===== src/rtl/word_serializer_pkg.sv =====
// Shared definitions for the word serializer and the serial pattern detector it feeds.
// The idle level lives here so both blocks agree on what an empty line looks like.
package word_serializer_pkg;

  typedef enum logic {
    StIdle  = 1'b0,
    StShift = 1'b1
  } state_e;

  localparam logic IDLE_BIT_DEFAULT = 1'b0;

endpackage


===== src/rtl/word_serializer.sv =====
// Parallel-to-serial front end: takes WIDTH-bit words over valid/ready and emits one bit
// per clock on a registered line, streaming consecutive words with no gap.
module word_serializer
  import word_serializer_pkg::*;
#(
  parameter int unsigned WIDTH     = 8,
  parameter bit          MSB_FIRST = 1'b1,
  parameter logic        IDLE_BIT  = IDLE_BIT_DEFAULT
) (
  input  logic             clk,
  input  logic             rst,
  input  logic [WIDTH-1:0] in_data,
  input  logic             in_valid,
  output logic             in_ready,
  output logic             data,
  output logic             data_valid,
  output logic             frame_start
);

  localparam int unsigned     CntW    = $clog2(WIDTH);
  localparam logic [CntW-1:0] CntLast = CntW'(WIDTH - 1);

  state_e           r_state, w_state_d;
  logic [CntW-1:0]  r_cnt, w_cnt_d;
  logic [WIDTH-1:0] r_shift, w_shift_d;
  logic [WIDTH-1:0] w_shifted;
  logic             r_data, w_data_d;
  logic             r_data_valid, w_data_valid_d;
  logic             r_frame_start, w_frame_start_d;
  logic             w_last;
  logic             w_accept;

  function automatic logic first_bit(input logic [WIDTH-1:0] word);
    return MSB_FIRST ? word[WIDTH-1] : word[0];
  endfunction

  // Ready on the last bit lets the next word follow without a bubble.
  assign w_last    = (r_state == StShift) && (r_cnt == CntLast);
  assign in_ready  = rst && ((r_state == StIdle) || w_last);
  assign w_accept  = in_valid && in_ready;
  assign w_shifted = MSB_FIRST ? (r_shift << 1) : (r_shift >> 1);

  always_ff @(posedge clk or negedge rst) begin
    if (!rst) begin
      r_state       <= StIdle;
      r_cnt         <= '0;
      r_shift       <= '0;
      r_data        <= IDLE_BIT;
      r_data_valid  <= 1'b0;
      r_frame_start <= 1'b0;
    end else begin
      r_state       <= w_state_d;
      r_cnt         <= w_cnt_d;
      r_shift       <= w_shift_d;
      r_data        <= w_data_d;
      r_data_valid  <= w_data_valid_d;
      r_frame_start <= w_frame_start_d;
    end
  end

  always_comb begin
    w_state_d = r_state;
    unique case (r_state)
      StIdle:  if (w_accept) w_state_d = StShift;
      StShift: if (w_last && !w_accept) w_state_d = StIdle;
      default: w_state_d = StIdle;
    endcase
  end

  always_comb begin
    w_cnt_d         = r_cnt;
    w_shift_d       = r_shift;
    w_data_d        = IDLE_BIT;
    w_data_valid_d  = 1'b0;
    w_frame_start_d = 1'b0;
    if (w_accept) begin
      w_shift_d       = in_data;
      w_cnt_d         = '0;
      w_data_d        = first_bit(in_data);
      w_data_valid_d  = 1'b1;
      w_frame_start_d = 1'b1;
    end else if ((r_state == StShift) && !w_last) begin
      w_shift_d      = w_shifted;
      w_cnt_d        = r_cnt + 1'b1;
      w_data_d       = first_bit(w_shifted);
      w_data_valid_d = 1'b1;
    end else begin
      w_cnt_d = '0;
    end
  end

  assign data        = r_data;
  assign data_valid  = r_data_valid;
  assign frame_start = r_frame_start;

endmodule


===== config.mk =====
export PLATFORM = sky130hd
export DESIGN_NAME = word_serializer
export DESIGN_NICKNAME = d
export VERILOG_FILES = /design/src/rtl/word_serializer_pkg.sv /design/src/rtl/word_serializer.sv
export SDC_FILE = /design/constraint.sdc
export NUM_CORES = 1
export LEC_CHECK = 0
export ABC_AREA = 1
export CAP_MARGIN = 40
export CORE_MARGIN = 4
export CORE_UTILIZATION = 50
export CTS_CLUSTER_SIZE = 16
export DETAILED_ROUTE_END_ITERATION = 7
export GPL_TIMING_DRIVEN = 1
export PLACE_DENSITY = 0.9
export SYNTH_ARGS = -nofsm -noshare
export SYNTH_HDL_FRONTEND = slang
export SYNTH_SLANG_ARGS = --single-unit
export TNS_END_PERCENT = 10

===== constraint.sdc =====
create_clock -name clk -period 4.35 [get_ports clk]
set_clock_uncertainty 0.2 [all_clocks]
set_input_delay 0.6525 -clock clk [delete_from_list [all_inputs] [get_ports clk]]
set_output_delay 0.6525 -clock clk [all_outputs]
set_load 0.01 [all_outputs]

==> results by group, run 1 <==
Timing
  • Setup violations, final: 0
  • Max Slew Vio Count: 0
  • Actual slew at the worst max-slew pin: 0.409 ns
  • Hold slack: 0.243 ns
  • Relative slew margins: 72.7%
  • Setup tns final: 0 ns
  • Final Hold Vio Count: 0
  • Period utilization: 68.5%
  • Maximum clock rate: 336 MHz
  • RSZ-0062 raised after global routing: no
  • Time the worst path needs with I/O delays and setup: 2.98 ns

Clock tree
  • Clk pin slew, worst setup/hold paths: 0.08 ns
  • CTS sink cnt: 14
  • Post_cts resized: 0
  • Clk_lat worst skew: 0.27 ns
  • Clock tree buffer depth: 2
  • CTS root buf: clkbuf_4
  • CTS Buf Count: 3
  • H-tree Lvls: 1
  • CTS tree: yes
  • Setup bufs post-CTS: 0
  • Hold bufs inserted after CTS: 0

Worst setup path
  • Worst reg-to-reg setup slack: 2.49 ns
  • CP Buf/Inv Count: 3
  • Critical path startpoint category: flip-flop
  • Worst EP required: 3.50 ns
  • Crit Path Category: flip-flop to primary output
  • Family with the most delay on the worst path: buffers and inverters
  • CP Cell Sequence: ha_1 -> ha_1 -> inv_1 -> nand2_1 -> inv_1 -> nor2_1 -> clkdlybuf4s50_1
  • Crit end category: primary output
  • Slowest cell delay on critical path: 0.48 ns
  • CP Max Fanout: 12
  • CP arrival: 2.13 ns
  • Max stage delay cell, worst path: clkdlybuf4s50_1

Flow run
  • Max-Cap Viols: 0

Finish
  • Layout cell share with drive strength beyond 1: 21.3%
  • Net count, final: 95
  • Antenna cells: 0
  • Final Util: 69.0%
  • Area delta synth->final: 22.8%

Logic synthesis
  • Adder-Cell Fraction of Synth Area: 3.80%
  • Ranking of synthesized cells by area: dfrtp_1, nand3_2, nand2_1
  • Seq/Total Area, Yosys: 53.2%
  • Mapped Area: 658 um2
  • Yosys Warn Count: 0
  • Post-synth top area cell: dfrtp_1
  • EDFF count, synth: 0
  • Synth top area share: 53.2%
  • Ys async rst share: 100%
  • Most frequent cell after synthesis: dfrtp_1
  • #FFs+latches synth: 14
  • Main combinational cell family by area after synthesis: simple AND/OR/NAND/NOR gates
  • Netlist cell types: 13
  • Syn Area/Cell: 9.97 um2
  • Post-synthesis compound-gate area fraction: 1.14%
  • Synth top cells by count: dfrtp_1, nand2_1, inv_1
  • Top FF cell, synth: dfrtp_1
  • Post-Synthesis Cells: 66
  • Simple-Gate Fraction of Synth Area: 31.0%
  • Mapped Nets: 79
  • Post-Synth XOR/XNOR Area: 0%
  • Mux share of post-synthesis cell area: 0%

Placed design
  • RD Place Congestion: 0.700
  • Post-detail-place hpwl: 753 um
  • Port bufs: 14

Global routing
  • Largest net degree at the start of global routing: 23
  • First-pass GRT wire length: 1810 um
  • Vias in the first global route: 450
  • GR Overflow Total: 0
  • Initial antenna violation count: 0
  • Total GRT Usage: 12.4%

Status
  • Outcome: finished, final reports clean

Detailed routing
  • Wire length per cell: 11.0 um
  • WL final: 1030 um
  • DR vias/cell: 5.05
  • DR pass1 iterations: 4
  • DRC: 0
  • Vias: 475
  • 1st-iter DRT viols: 7
  • Antenna viol nets, final: 0

Power and ir drop
  • P_leak: 0.000427 uW
  • Tot Pwr: 457 uW
  • VDD IR max: 0.316 mV
  • Pwr dens: 565 nW/um2

Floorplan
  • Vert. Die Dim: 44.3 um
  • DIE AREA: 1960 um2
  • Core Area: 1170 um2
  • IO Pins: 15
  • DIE WIDTH: 44.3 um
  • Effective utilization at floorplan: 56.2%
  • Cell Rows: 12

Hold path
  • Hold Path Class: flip-flop to flip-flop
metal layers:
metal / global-route usage [%] / routed length, um
met3: 3.66 / 75
met4: 3.61 / 7
met2: 19.8 / 485
met1: 16.2 / 464
met5: 0 / 0
power breakdown:
group / total (uW) / switching (uW) / internal [uW]
registers: 205 / 23.6 / 182
logic: 183 / 105 / 77.7
clock network: 68.8 / 36.8 / 32.0
path summary, 6_finish.rpt:
path,from,end,cells past startpoint
min in group asynchronous,rst,data,2
hold reg to reg,r_cnt[0],r_cnt[0],1
setup reg to reg,r_cnt[0],r_shift[3],7
setup / recovery,r_cnt[0],in_ready,7
max in group asynchronous,rst,r_shift[6],2
hold / removal,r_cnt[0],r_cnt[0],1
cell type report:
type	instances	area [um2]
Fill cell	100	363
Sequential cell	14	350
Multi-Input combinational cell	39	236
Timing Repair Buffer	15	148
Inverter	9	33.8
Clock buffer	3	22.5
Tap cell	14	17.5
kinds of logic (layout without fill, tap and decap cells):
family	count (synthesis)	in the layout
adders and majority gates	2	2
and+or+nand+nor	36	36
buffers and inverters	13	27
AOI/OAI and AO/OA	1	1
DFF	14	14
worst register-to-register path, stage by stage, from the launching register on:
cell and delay (ns):
dfrtp_1 0.39, ha_1 0.20, ha_1 0.17, inv_1 0.05, nand2_1 0.22, o21a_1 0.35
nand2_2 0.12, nand3_2 0.06
stage by stage:
stage	cells	cell area [um2]	setup slack (ns)
floorplan	66	658	2.44
global placement	91	786	1.43
detailed placement	91	786	1.40
CTS	94	808	1.35
global route	94	808	1.23
finish	94	808	1.37
flip-flops by register name, summed over array words and instances, names as in the netlist:
name	cells
data	1
data_valid	1
frame_start	1
r_cnt	3
r_shift	7
r_state	1
cell usage in the layout, fill, tap and decap left out, drive strengths merged:
cell / n
nand3: 7
buf: 1
clkbuf: 3
o21a: 1
ha: 2
nor2: 4
nand2: 19
nand4: 6
clkdlybuf4s50: 14
inv: 9
dfrtp: 14
(Power assumes the default switching activity.)
==> run 2, diff against run 1 <==
--- a/config.mk
+++ b/config.mk
@@ -8,11 +8,11 @@
 export ABC_AREA = 1
 export CAP_MARGIN = 40
 export CORE_MARGIN = 4
-export CORE_UTILIZATION = 50
+export CORE_UTILIZATION = 47
 export CTS_CLUSTER_SIZE = 16
 export DETAILED_ROUTE_END_ITERATION = 7
 export GPL_TIMING_DRIVEN = 1
-export PLACE_DENSITY = 0.9
+export PLACE_DENSITY = 0.86
 export SYNTH_ARGS = -nofsm -noshare
 export SYNTH_HDL_FRONTEND = slang
 export SYNTH_SLANG_ARGS = --single-unit
==> constraint.sdc (replaced) <==
create_clock -name clk -period 2.8 [get_ports clk]
set_clock_uncertainty 0.2 [all_clocks]
set_input_delay 0.42 -clock clk [delete_from_list [all_inputs] [get_ports clk]]
set_output_delay 0.42 -clock clk [all_outputs]
set_load 0.01 [all_outputs]
==> run 2 against run 1 <==
Total power grew 68%. Clock power rose by 110%. Setup slack got worse by 1.1 ns. Global-route usage rose by 1.1 points. Non-clock buffer count rose by 1. First-iteration DRC count down 29%. Die area rose by 5.2%. Hold slack gained 0.0065 ns. Register-to-register slack worse by 1.5 ns. Via count is 3.2% higher.
==> results by group, run 2 (synthesis gave the netlist of run 1 again) <==
Status
  • Outcome: finished, final reports clean

Detailed routing
  • WL final: 1140 um
  • Vias: 490
  • Antenna viol nets, final: 0
  • Post-Route M1 WL: 449 um
  • Top routing layer used: met4
  • DR pass1 iterations: 3
  • Wire length per cell: 11.8 um
  • Wire length on met2: 591 um
  • DRC: 0
  • 1st-iter DRT viols: 5
  • DR vias/cell: 5.05
  • Met3 wire len: 73 um

Finish
  • Layout cell share with drive strength beyond 1: 23.2%
  • Max FFs per register: 7
  • Net count, final: 96
  • Most flop-heavy register: r_shift
  • Final instance count without filler cells: 97
  • Highest-count cells in the layout ignoring fill and taps: dfrtp_1, clkdlybuf4s50_1, nand2_1
  • Biggest regs: r_shift (7), r_cnt (3)
  • Area delta synth->final: 26.2%
  • Antenna cells: 0

Flow run
  • Max-Cap Viols: 0

Worst setup path
  • Crit end category: primary output
  • R2R cell count: 8
  • CP Max Fanout: 8
  • Critical path startpoint category: flip-flop
  • Crit Path Category: flip-flop to primary output
  • CP Cell Sequence: ha_1 -> ha_1 -> inv_1 -> nand2_1 -> inv_1 -> nor2_1 -> clkdlybuf4s50_1
  • CP arrival: 1.89 ns
  • Worst EP required: 2.18 ns
  • Max stage delay cell, worst path: clkdlybuf4s50_1
  • Slowest cell delay on critical path: 0.48 ns

Global routing
  • GR Overflow Total: 0
  • Vias in the first global route: 500
  • First-pass GRT wire length: 1940 um
  • Largest net degree at the start of global routing: 22
  • Total GRT Usage: 13.4%
  • Initial antenna violation count: 0

Power and ir drop
  • Tot Pwr: 766 uW
  • VDD IR max: 0.477 mV
  • Pwr dens: 922 nW/um2
  • P_leak: 0.000439 uW

Clock tree
  • H-tree Lvls: 1
  • Clk_lat worst skew: 0.28 ns
  • Hold bufs inserted after CTS: 0
  • Clock tree buffer depth: 2
  • Setup bufs post-CTS: 0
  • CTS Buf Count: 3
  • CTS root buf: clkbuf_4
  • CTS sink cnt: 14
  • CTS tree: yes
  • Post_cts resized: 0
  • Clk pin slew, worst setup/hold paths: 0.09 ns

Timing
  • Final WS setup: 0.293 ns
  • Time the worst path needs with I/O delays and setup: 2.51 ns
  • Setup violations, final: 0
  • RSZ-0062 raised after global routing: no
  • Relative slew margins: 72.1%
  • Maximum clock rate: 399 MHz
  • Max Slew Vio Count: 0
  • Actual slew at the worst max-slew pin: 0.418 ns
  • Final Hold Vio Count: 0
  • Period utilization: 89.5%
  • Setup tns final: 0 ns

Floorplan
  • DIE WIDTH: 45.4 um
  • IO Pins: 15
  • Cell Rows: 13
  • Core Area: 1320 um2
  • DIE AREA: 2060 um2
  • Vert. Die Dim: 45.4 um
  • Effective utilization at floorplan: 50.0%

Hold path
  • Hold Path Class: flip-flop to flip-flop
  • Hold Path Depth: 1

Placed design
  • Post-detail-place hpwl: 857 um
  • RD Place Congestion: 0.748
  • Cell count after placement: 93
  • Pre-CTS WS: 0.582 ns
  • Port bufs: 14
## run 2: cell types whose count changed in the layout (fill, tap and decap cells not counted), sizes merged
cell / delta
buf: +1
clkbuf: +1
## run 2: worst max-delay path: cells and delay by family (launching register included)
kind	cells	cell delay (ns)
flip-flops	1	0.39
AND/OR/NAND/NOR	2	0.11
adder cells (fa/ha/maj)	2	0.37
buffers and inverters	3	0.72
## run 2: path summary, 6_finish.rpt
check / start / endpoint / slack (ns)
max in group asynchronous: rst / r_shift[4] / 1.87
min reg2reg: r_cnt[0] / r_cnt[0] / 0.25
max reg2reg: r_cnt[0] / r_shift[6] / 1.01
max: r_cnt[0] / in_ready / 0.29
min: r_cnt[0] / r_cnt[0] / 0.25
min in group asynchronous: rst / data / 0.33
## run 2: per-layer routing
| metal | GRT usage (%) | up-vias |
|---|---|---|
| met5 | 0 | - |
| met4 | 7.02 | 0 |
| met3 | 3.16 | 3 |
| met2 | 22.6 | 14 |
| met1 | 15.7 | 234 |
| li1 | - | 239 |
## run 2: cell type report
class                      instances  area [um2]
multi-input combinational         39         236
clock buffer                       4        36.3
tap                               15        18.8
sequential                        14         350
timing repair buffer              16         155
inverter                           9        33.8
fill                             119         487
## run 2: through the flow
stage / hold slack [ns] / utilization, % / cell area, um2
6_report: 0.250 / 63.1 / 831
5_1_grt: 0.291 / 63.1 / 831
4_1_cts: 0.252 / 63.1 / 831
3_5_place_dp: 0.239 / 60.3 / 795
3_3_place_gp: 0.224 / 60.3 / 795
2_1_floorplan: -0.0756 / - / 658
## run 2: power by group
| group | switching [uW] | internal [uW] | total, uW |
|---|---|---|---|
| clock network | 66.4 | 79.2 | 146 |
| registers | 38.2 | 282 | 320 |
| logic | 167 | 133 | 300 |
==> run 3, diff against run 2 <==
--- a/config.mk
+++ b/config.mk
@@ -5,14 +5,14 @@
 export SDC_FILE = /design/constraint.sdc
 export NUM_CORES = 1
 export LEC_CHECK = 0
-export ABC_AREA = 1
+export ABC_AREA = 0
 export CAP_MARGIN = 40
 export CORE_MARGIN = 4
-export CORE_UTILIZATION = 47
+export CORE_UTILIZATION = 45
 export CTS_CLUSTER_SIZE = 16
 export DETAILED_ROUTE_END_ITERATION = 7
 export GPL_TIMING_DRIVEN = 1
-export PLACE_DENSITY = 0.86
+export PLACE_DENSITY = 0.74
 export SYNTH_ARGS = -nofsm -noshare
 export SYNTH_HDL_FRONTEND = slang
 export SYNTH_SLANG_ARGS = --single-unit
==> run 3 against run 2 <==
Die area down 4.4%. First-iteration DRC count down 20%. Count of clock-buffer cells in the layout down 1. Synthesized cell count down 32%. Total power down 5.4%. Clock power down 25%. Critical path depth down 2. Final cell count down 22%. Setup slack worse by 0.14 ns. Global-route usage up 0.92 points. Non-clock buffer count down 1.
==> results by group, run 3 <==
Finish
  • Highest-count cells in the layout ignoring fill and taps: dfrtp_1, clkdlybuf4s50_1, and2_2
  • Final instance count without filler cells: 76
  • Max FFs per register: 7
  • Antenna cells: 0
  • Area delta synth->final: 29.6%
  • Fillcell total: 95
  • Most flop-heavy register: r_shift
  • Biggest regs: r_shift (7), r_cnt (3)
  • Storage cell area: 350 um2
  • Footprint of the multi-input gates: 228 um2
  • Final Util: 66.0%
  • Layout cell share with drive strength beyond 1: 25.8%
  • Final instance area: 773 um2
  • Net count, final: 77

Timing
  • Max Slew Vio Count: 0
  • Setup tns final: 0 ns
  • Final Hold Vio Count: 0
  • Maximum clock rate: 378 MHz
  • Relative slew margins: 78.7%
  • RSZ-0062 raised after global routing: no
  • Actual slew at the worst max-slew pin: 0.319 ns
  • Time the worst path needs with I/O delays and setup: 2.65 ns
  • Setup violations, final: 0
  • Period utilization: 94.5%

Detailed routing
  • DR vias/cell: 5.12
  • Antenna viol nets, final: 0
  • Wire length per cell: 14.9 um
  • WL final: 1130 um
  • Post-Route M1 WL: 502 um
  • DRC: 0
  • Wire length on met2: 541 um
  • Top routing layer used: met4
  • 1st-iter DRT viols: 4
  • DR pass1 iterations: 2
  • Vias: 389
  • Met3 wire len: 53 um

Logic synthesis
  • Post-Synth XOR/XNOR Area: 0%
  • Ranking of synthesized cells by area: dfrtp_1, a221o_1, and2_2
  • Synth top area share: 58.7%
  • Post-Synthesis Cells: 45
  • Simple-Gate Fraction of Synth Area: 22.2%
  • Main combinational cell family by area after synthesis: simple AND/OR/NAND/NOR gates
  • Synth top cells by count: dfrtp_1, and2_2, a221o_1
  • Post-synth top area cell: dfrtp_1
  • Mapped Nets: 58
  • Ys async rst share: 100%
  • Netlist cell types: 15
  • Seq/Total Area, Yosys: 58.7%
  • Syn Area/Cell: 13.3 um2
  • Mux share of post-synthesis cell area: 0%
  • #FFs+latches synth: 14
  • Adder-Cell Fraction of Synth Area: 4.19%
  • Yosys Warn Count: 0
  • Mapped Area: 597 um2
  • Most frequent cell after synthesis: dfrtp_1
  • EDFF count, synth: 0
  • Top FF cell, synth: dfrtp_1
  • Post-synthesis compound-gate area fraction: 11.7%

Floorplan
  • Vert. Die Dim: 44.4 um
  • Core Area: 1170 um2
  • DIE AREA: 1970 um2
  • Cell Rows: 12
  • DIE WIDTH: 44.4 um
  • IO Pins: 15
  • Effective utilization at floorplan: 51.0%

Clock tree
  • H-tree Lvls: 1
  • Hold bufs inserted after CTS: 0
  • Clk_lat worst skew: 0.27 ns
  • CTS tree: yes
  • Clk pin slew, worst setup/hold paths: 0.08 ns
  • Post_cts resized: 0
  • Setup bufs post-CTS: 0
  • CTS sink cnt: 14
  • Clock tree buffer depth: 2
  • CTS Buf Count: 3
  • CTS root buf: clkbuf_4

Worst setup path
  • Worst EP required: 2.18 ns
  • Crit Path Category: flip-flop to primary output
  • Crit end category: primary output
  • CP arrival: 2.03 ns
  • Worst reg-to-reg setup slack: 0.94 ns
  • CP Max Fanout: 4
  • Critical path startpoint category: flip-flop

Hold path
  • Hold Path Class: flip-flop to flip-flop

Power and ir drop
  • Pwr dens: 937 nW/um2
  • P_leak: 0.000365 uW
  • VDD IR max: 0.451 mV

Global routing
  • Vias in the first global route: 400
  • Total GRT Usage: 14.3%
  • First-pass GRT wire length: 1930 um
  • Initial antenna violation count: 0
  • Largest net degree at the start of global routing: 17
  • GR Overflow Total: 0

Flow run
  • Max-Cap Viols: 0

Placed design
  • Post-place instance area: 751 um2
  • Cell count after placement: 73
  • RD Place Congestion: 0.694
  • Port bufs: 14

Status
  • Outcome: finished, final reports clean
## run 3: cell types whose count changed in the layout (fill, tap and decap cells not counted), moves of 2 or more
cell	before	now
and2_2	0	8
nor2_1	4	1
nand4_1	6	0
and2_1	0	2
a221o_1	0	6
nand2_2	6	0
inv_1	8	2
nand3_2	6	0
nand2_1	13	2
## run 3: kinds of logic (layout without fill, tap and decap cells)
kind of cell	after synthesis	in the layout
flops	14	14
compound gates	7	7
fa+ha+maj	2	2
simple gates	19	19
buf+inv	3	20
## run 3: power by group
group	leakage [uW]	internal [uW]	total, uW	switching, uW
Clock	0.0000138	49.8	110	60.7
Sequential	0.000178	282	317	34.8
Combinational	0.000173	163	297	134
## run 3: worst paths after layout
path | from | endpoint | cells after the start
worst max-delay path | r_cnt[0] | in_ready | 5
worst min-delay path | r_cnt[0] | r_cnt[0] | 1
worst max register to register | r_cnt[0] | r_shift[4] | 5
worst min register to register | r_cnt[0] | r_cnt[0] | 1
max in group asynchronous | rst | r_shift[1] | 2
min in group asynchronous | rst | r_shift[6] | 2
## run 3: area by class of cell
cell class | instances | share of cell area, %
timing repair buffer | 15 | 19.1
inverter | 2 | 0.971
clock buffer | 3 | 2.91
sequential | 14 | 45.3
multi-input combinational | 28 | 29.4
tap | 14 | 2.27
## run 3: layer usage
metal / track usage (%) / up-vias
met1: 18.9 / 181
met4: 9.04 / 0
li1: - / 194
met2: 21.8 / 10
met3: 2.44 / 4
met5: 0 / -
## run 3: worst max-delay path, cell delays in order (launching register included)
cell,delay [ns]
dfrtp_1,0.39
ha_1,0.20
ha_1,0.22
or2b_1,0.27
and2_1,0.19
clkdlybuf4s50_1,0.50
## run 3: metrics by stage
step	setup slack, ns	total power (uW)	hold WS [ns]
floorplan	0.974	527	-0.0756
global placement	0.515	605	0.221
detailed placement	0.488	619	0.230
CTS	0.130	733	0.241
global route	0.0773	782	0.265
finish	0.155	725	0.237
